### src/rtl/systolic_feeder.sv
// systolic_feeder: buffers one 4x4 int8 A/B operand pair and streams it row by row into the systolic array.
module systolic_feeder #(
    parameter bit CLEAR_EN  = 1'b1,
    parameter int DRAIN_MAX = 15
) (
    input  logic        clk,
    input  logic        reset,
    input  logic        wr_en,
    input  logic        wr_sel,
    input  logic [3:0]  wr_addr,
    input  logic [7:0]  wr_data,
    input  logic        start,
    output logic        busy,
    output logic        done,
    output logic        timeout,
    output logic [31:0] matrixA,
    output logic [31:0] matrixB,
    output logic        feed_valid,
    output logic        arr_reset_n,
    input  logic        arr_valid
);
    localparam int DW = $clog2(DRAIN_MAX + 1);
    typedef enum logic [2:0] {IDLE, CLEAR, STREAM, DRAIN, FINISH} state_t;
    state_t state_q;
    logic [1:0] beat_q, row_sel;
    logic [DW-1:0] drain_q;
    logic [127:0] a_q, a_d, b_q, b_d;
    logic [31:0] row_a, row_b;
    // byte i lives at the top of the vector so a row slice is already lane-packed
    always_comb begin
        a_d = a_q;
        b_d = b_q;
        if (state_q == IDLE && wr_en && !wr_sel) a_d[{~wr_addr, 3'd0} +: 8] = wr_data;
        if (state_q == IDLE && wr_en && wr_sel) b_d[{~wr_addr, 3'd0} +: 8] = wr_data;
    end
    assign row_sel = (state_q == STREAM) ? beat_q + 2'd1 : 2'd0;
    assign row_a = a_d[{~row_sel, 5'd0} +: 32];
    assign row_b = b_d[{~row_sel, 5'd0} +: 32];
    always_ff @(posedge clk) begin
        a_q <= a_d;
        b_q <= b_d;
    end
    always_ff @(posedge clk) begin
        if (reset) begin
            state_q     <= IDLE;
            busy        <= 1'b0;
            done        <= 1'b0;
            timeout     <= 1'b0;
            feed_valid  <= 1'b0;
            arr_reset_n <= 1'b1;
            matrixA     <= '0;
            matrixB     <= '0;
            beat_q      <= '0;
            drain_q     <= '0;
        end else begin
            done        <= 1'b0;
            timeout     <= 1'b0;
            arr_reset_n <= 1'b1;
            case (state_q)
                IDLE: if (start) begin
                    busy <= 1'b1;
                    if (CLEAR_EN) begin
                        state_q     <= CLEAR;
                        arr_reset_n <= 1'b0;
                    end else begin
                        state_q    <= STREAM;
                        beat_q     <= '0;
                        feed_valid <= 1'b1;
                        matrixA    <= row_a;
                        matrixB    <= row_b;
                    end
                end
                CLEAR: begin
                    state_q    <= STREAM;
                    beat_q     <= '0;
                    feed_valid <= 1'b1;
                    matrixA    <= row_a;
                    matrixB    <= row_b;
                end
                STREAM: begin
                    beat_q <= beat_q + 2'd1;
                    if (beat_q == 2'd3) begin
                        state_q    <= DRAIN;
                        feed_valid <= 1'b0;
                        matrixA    <= '0;
                        matrixB    <= '0;
                        drain_q    <= '0;
                    end else begin
                        matrixA <= row_a;
                        matrixB <= row_b;
                    end
                end
                DRAIN: begin
                    drain_q <= drain_q + 1'b1;
                    if (arr_valid) begin
                        state_q <= FINISH;
                        done    <= 1'b1;
                    end else if (drain_q == DW'(DRAIN_MAX - 1)) begin
                        state_q <= FINISH;
                        timeout <= 1'b1;
                    end
                end
                FINISH: begin
                    state_q <= IDLE;
                    busy    <= 1'b0;
                end
                default: state_q <= IDLE;
            endcase
        end
    end
endmodule

### config.mk
export PLATFORM = sky130hd
export DESIGN_NAME = systolic_feeder
export DESIGN_NICKNAME = d
export VERILOG_FILES = /design/src/rtl/systolic_feeder.sv
export SDC_FILE = /design/constraint.sdc
export NUM_CORES = 1
export LEC_CHECK = 0
export CAP_MARGIN = 20
export CELL_PAD_IN_SITES_DETAIL_PLACEMENT = 1
export CELL_PAD_IN_SITES_GLOBAL_PLACEMENT = 2
export CORE_ASPECT_RATIO = 1.1
export CORE_MARGIN = 3
export CORE_UTILIZATION = 39
export CTS_CLUSTER_SIZE = 10
export DETAILED_ROUTE_END_ITERATION = 10
export GPL_ROUTABILITY_DRIVEN = 0
export GPL_TIMING_DRIVEN = 0
export PLACE_DENSITY_LB_ADDON = 0.05
export SLEW_MARGIN = 20
export SYNTH_ARGS = -nofsm -noshare
export SYNTH_HDL_FRONTEND = slang
export SYNTH_SLANG_ARGS = --single-unit
### constraint.sdc
create_clock -name clk -period 3.3 [get_ports clk]
set_input_delay 0.66 -clock clk [delete_from_list [all_inputs] [get_ports clk]]
set_output_delay 0.66 -clock clk [all_outputs]
set_load 0.01 [all_outputs]
==> flow_metrics.tcl <==
set metrics [dict create \
    setup_viol 0 \
    yosys-top-cells-area "dfxtp_1 (52%), mux2_2 (17%), nand2_1 (4.1%), o21ai_0 (2.2%), clkbuf_1 (2.0%)" \
    leakage_nw 6.18 \
    status "completed" \
    grt_usage 0.252 \
    startpoint "beat_q[0]" \
    netlist_area_um2 12900 \
    start_kind "flop" \
    crit_fanout 10 \
    synthMuxAreaShare 0.186 \
    rows 69 \
    drtPass1Iterations 5 \
    syn-num-nets 1246 \
    fmax_mhz 315 \
    die_area_um2 35400 \
    ir_drop_uv 362 \
    synth_xor_xnor_area_share 0.00386 \
    yosysWarnings 0 \
    worst-r2r-cell-count 8 \
    top_layer_used "met4" \
    antenna_left 0 \
    seqCellArea_um2 6690 \
    core_area_um2 32500 \
    wl_met1_um 21300 \
    hold_viol_final 0 \
    synth_compound_area_frac 0.135 \
    die_w_um 180 \
    drt-initial-drc-count 428 \
    async_reset_ff_frac 0 \
    grt_max_degree 11 \
    slew_viol_final 0 \
    worst_pin_slew_ns 1.12 \
    synthCells 1224 \
    root_buffer "clkbuf_16" \
    area_growth_pct 20.7 \
    synthSimpleGateAreaFrac 0.122 \
    stdcell_count 1791 \
    power_density_nw_per_um2 653 \
    wl_um 45900 \
    timing.rr.start "beat_q[0]" \
    r2r_slack_ns 0.12 \
    dp.cells 1731 \
    via_per_inst 5.58 \
    finalPower_w 0.0102 \
    synth_cell_types 76 \
    numCtsBuffers 40 \
    synth_top_flop_cell "dfxtp_1" \
    crit_end "matrixB[6]" \
    period_needed_ns 3.18 \
    synth_top_area_share 0.516 \
    drc 0 \
    grt_antenna_before_repair 0 \
    multiInputGateArea_um2 5950 \
    hold_class "flop to flop" \
    worstSetupPathType "flop to flop" \
    num_vias 9995 \
    die_h_um 197 \
    synth_edf_count 0 \
    relSlewSlack 0.253 \
    fin_crit_sh 0.963 \
    yosys.area.top_type "dfxtp_1" \
    syn_area_per_cell_um2 10.6 \
    h-tree-depth 2 \
    hpwlAfterDp_um 31800 \
    grt_pass1_wl_um 67300 \
    synth_seq_area_share 0.516 \
    num-fill-cells 3580 \
    cts.sink_count 334 \
    wl_met2_um 22400 \
    crit_arrival_ns 3.63 \
    wl_met3_um 1540 \
    clk_pin_slew_ns 0.06 \
    io_buffers 80 \
    avgRoutedWirePerCell_um 25.6 \
    grt_pass1_vias 10200 \
    layout-drive-gt1-share 0.234 \
    clk_latency_ns 0.53 \
    start_util 0.398 \
    finClkSkew_ns 0.0217 \
    synth_top_family_by_area "multiplexers" \
    diodes 0 \
    cap_violations 0 \
    tritoncts "yes" \
    boundaryPins 87 \
    rsz0062_at_grt "false" \
    synth_seq_cells 334 \
    nets 1378 \
    cp.required_ns 3.76 \
    critPathCaptureType "flop" \
    r2r-end "matrixB[6]" \
    max-clock-path-buffers 3 \
    grt_overflow 0 \
    synth_fa_ha_area_frac 0.00386 \
]
## through the flow
stage | hold slack (ns) | setup slack (ns) | utilization | setup TNS [ns] | cell area, um^2
after floorplan | 0.416 | 0.586 | - | 0 | 12900
after global placement | 0.431 | -0.759 | 0.439 | -60.09 | 14300
after detailed placement | 0.441 | -0.807 | 0.439 | -64.08 | 14300
after CTS | 0.449 | 0.00243 | 0.477 | 0 | 15500
after global routing | 0.470 | 0.0103 | 0.480 | 0 | 15600
final | 0.448 | 0.122 | 0.480 | 0 | 15600
## flip-flops by register name (all words and copies together), names as in the netlist
signal,count
a_q,128
arr_reset_n,1
b_q,128
beat_q,2
busy,1
done,1
drain_q,4
feed_valid,1
matrixA,32
matrixB,32
state_q,3
timeout,1
## report_power, final
part | switching [W] | internal, W
sequential | 0.000208 | 0.00466
combinational | 0.000792 | 0.000667
clock | 0.00164 | 0.00224
## repair_timing
| action | 4_1_cts | 5_1_grt |
|---|---|---|
| endpoints found under the setup margin | 53 | 60 |
| buffers inserted | 6 | 8 |
| pin swaps | 2 | 2 |
| resized for setup | 17 | 12 |
| hold buffers | 0 | 0 |
## layout make-up
| cell class | count | share of cell area |
|---|---|---|
| Clock buffer | 48 | 0.0679 |
| Tap cell | 426 | 0.0341 |
| Clock inverter | 3 | 0.00168 |
| Multi-Input combinational cell | 783 | 0.380 |
| Sequential cell | 334 | 0.428 |
| Inverter | 15 | 0.00360 |
| Buffer | 87 | 0.0237 |
| Timing Repair Buffer | 95 | 0.0610 |
## cells by family after synthesis
logic type | after synthesis
simple gates | 313
xor+xnor | 4
buf+inv | 107
mux | 215
fa+ha+maj | 4
compound gates | 247
flops | 334
## cell usage after synthesis (5+ instances only)
master    instances
inv_1            15
buf_1             5
clkbuf_1         69
o21ai_1           9
nor3_1           15
nand3_1          35
o221ai_1         20
mux2_2          198
buf_2            17
mux2i_1          14
o21ai_0          57
a31oi_1           8
and3_1            5
nand2b_1         14
a22o_1           10
and2_1           14
nand2_1         143
a32oi_1           7
a211o_1           7
or3_1             5
a22oi_1          33
o211ai_1         20
nor2_1           38
a21o_1            6
a21oi_1          24
a221o_1           6
dfxtp_1         334
nand4_1           5
a211oi_1          5
o22ai_1          12
## layer usage
| metal | track usage | vias up |
|---|---|---|
| met3 | 0.0304 | 47 |
| li1 | - | 4657 |
| met5 | 0 | - |
| met2 | 0.438 | 167 |
| met1 | 0.340 | 5124 |
| met4 | 0.0504 | 0 |
## worst max-delay path: stages (launching register included)
cell	delay, ns
dfxtp_1	0.31
ha_1	0.32
or4b_1	0.60
a211o_1	0.39
buf_2	0.24
nor2_4	0.40
clkbuf_1	0.55
a22oi_1	0.18
nand3_1	0.12
## how the worst min path moves through the flow
stage                     startpoint       end  slack, ns  cells after the start
after global placement       b_q[52]   b_q[52]       0.43                      2
after CTS                   b_q[117]  b_q[117]       0.45                      2
after global routing        b_q[115]  b_q[115]       0.47                      2
after floorplan             b_q[115]  b_q[115]       0.42                      2
after detailed placement    b_q[117]  b_q[117]       0.44                      2
final                       b_q[117]  b_q[117]       0.45                      2
## placed cells by master, fill, tap and decap left out, types with 8 or more instances in the layout
master / count
o22ai_1: 12
mux2i_1: 14
clkbuf_16: 41
nand2b_1: 14
dfxtp_1: 334
o211ai_1: 20
nor2_1: 37
buf_4: 13
o21ai_1: 9
o21ai_0: 57
inv_1: 15
a22o_1: 10
buf_2: 16
nand2_1: 142
a21oi_1: 24
clkbuf_1: 63
nor3_1: 14
clkdlybuf4s50_1: 79
a22oi_1: 33
a31oi_1: 8
mux2_2: 198
nand3_1: 35
and2_1: 14
o221ai_1: 20
Note: power is estimated with default switching activity, not from simulation.
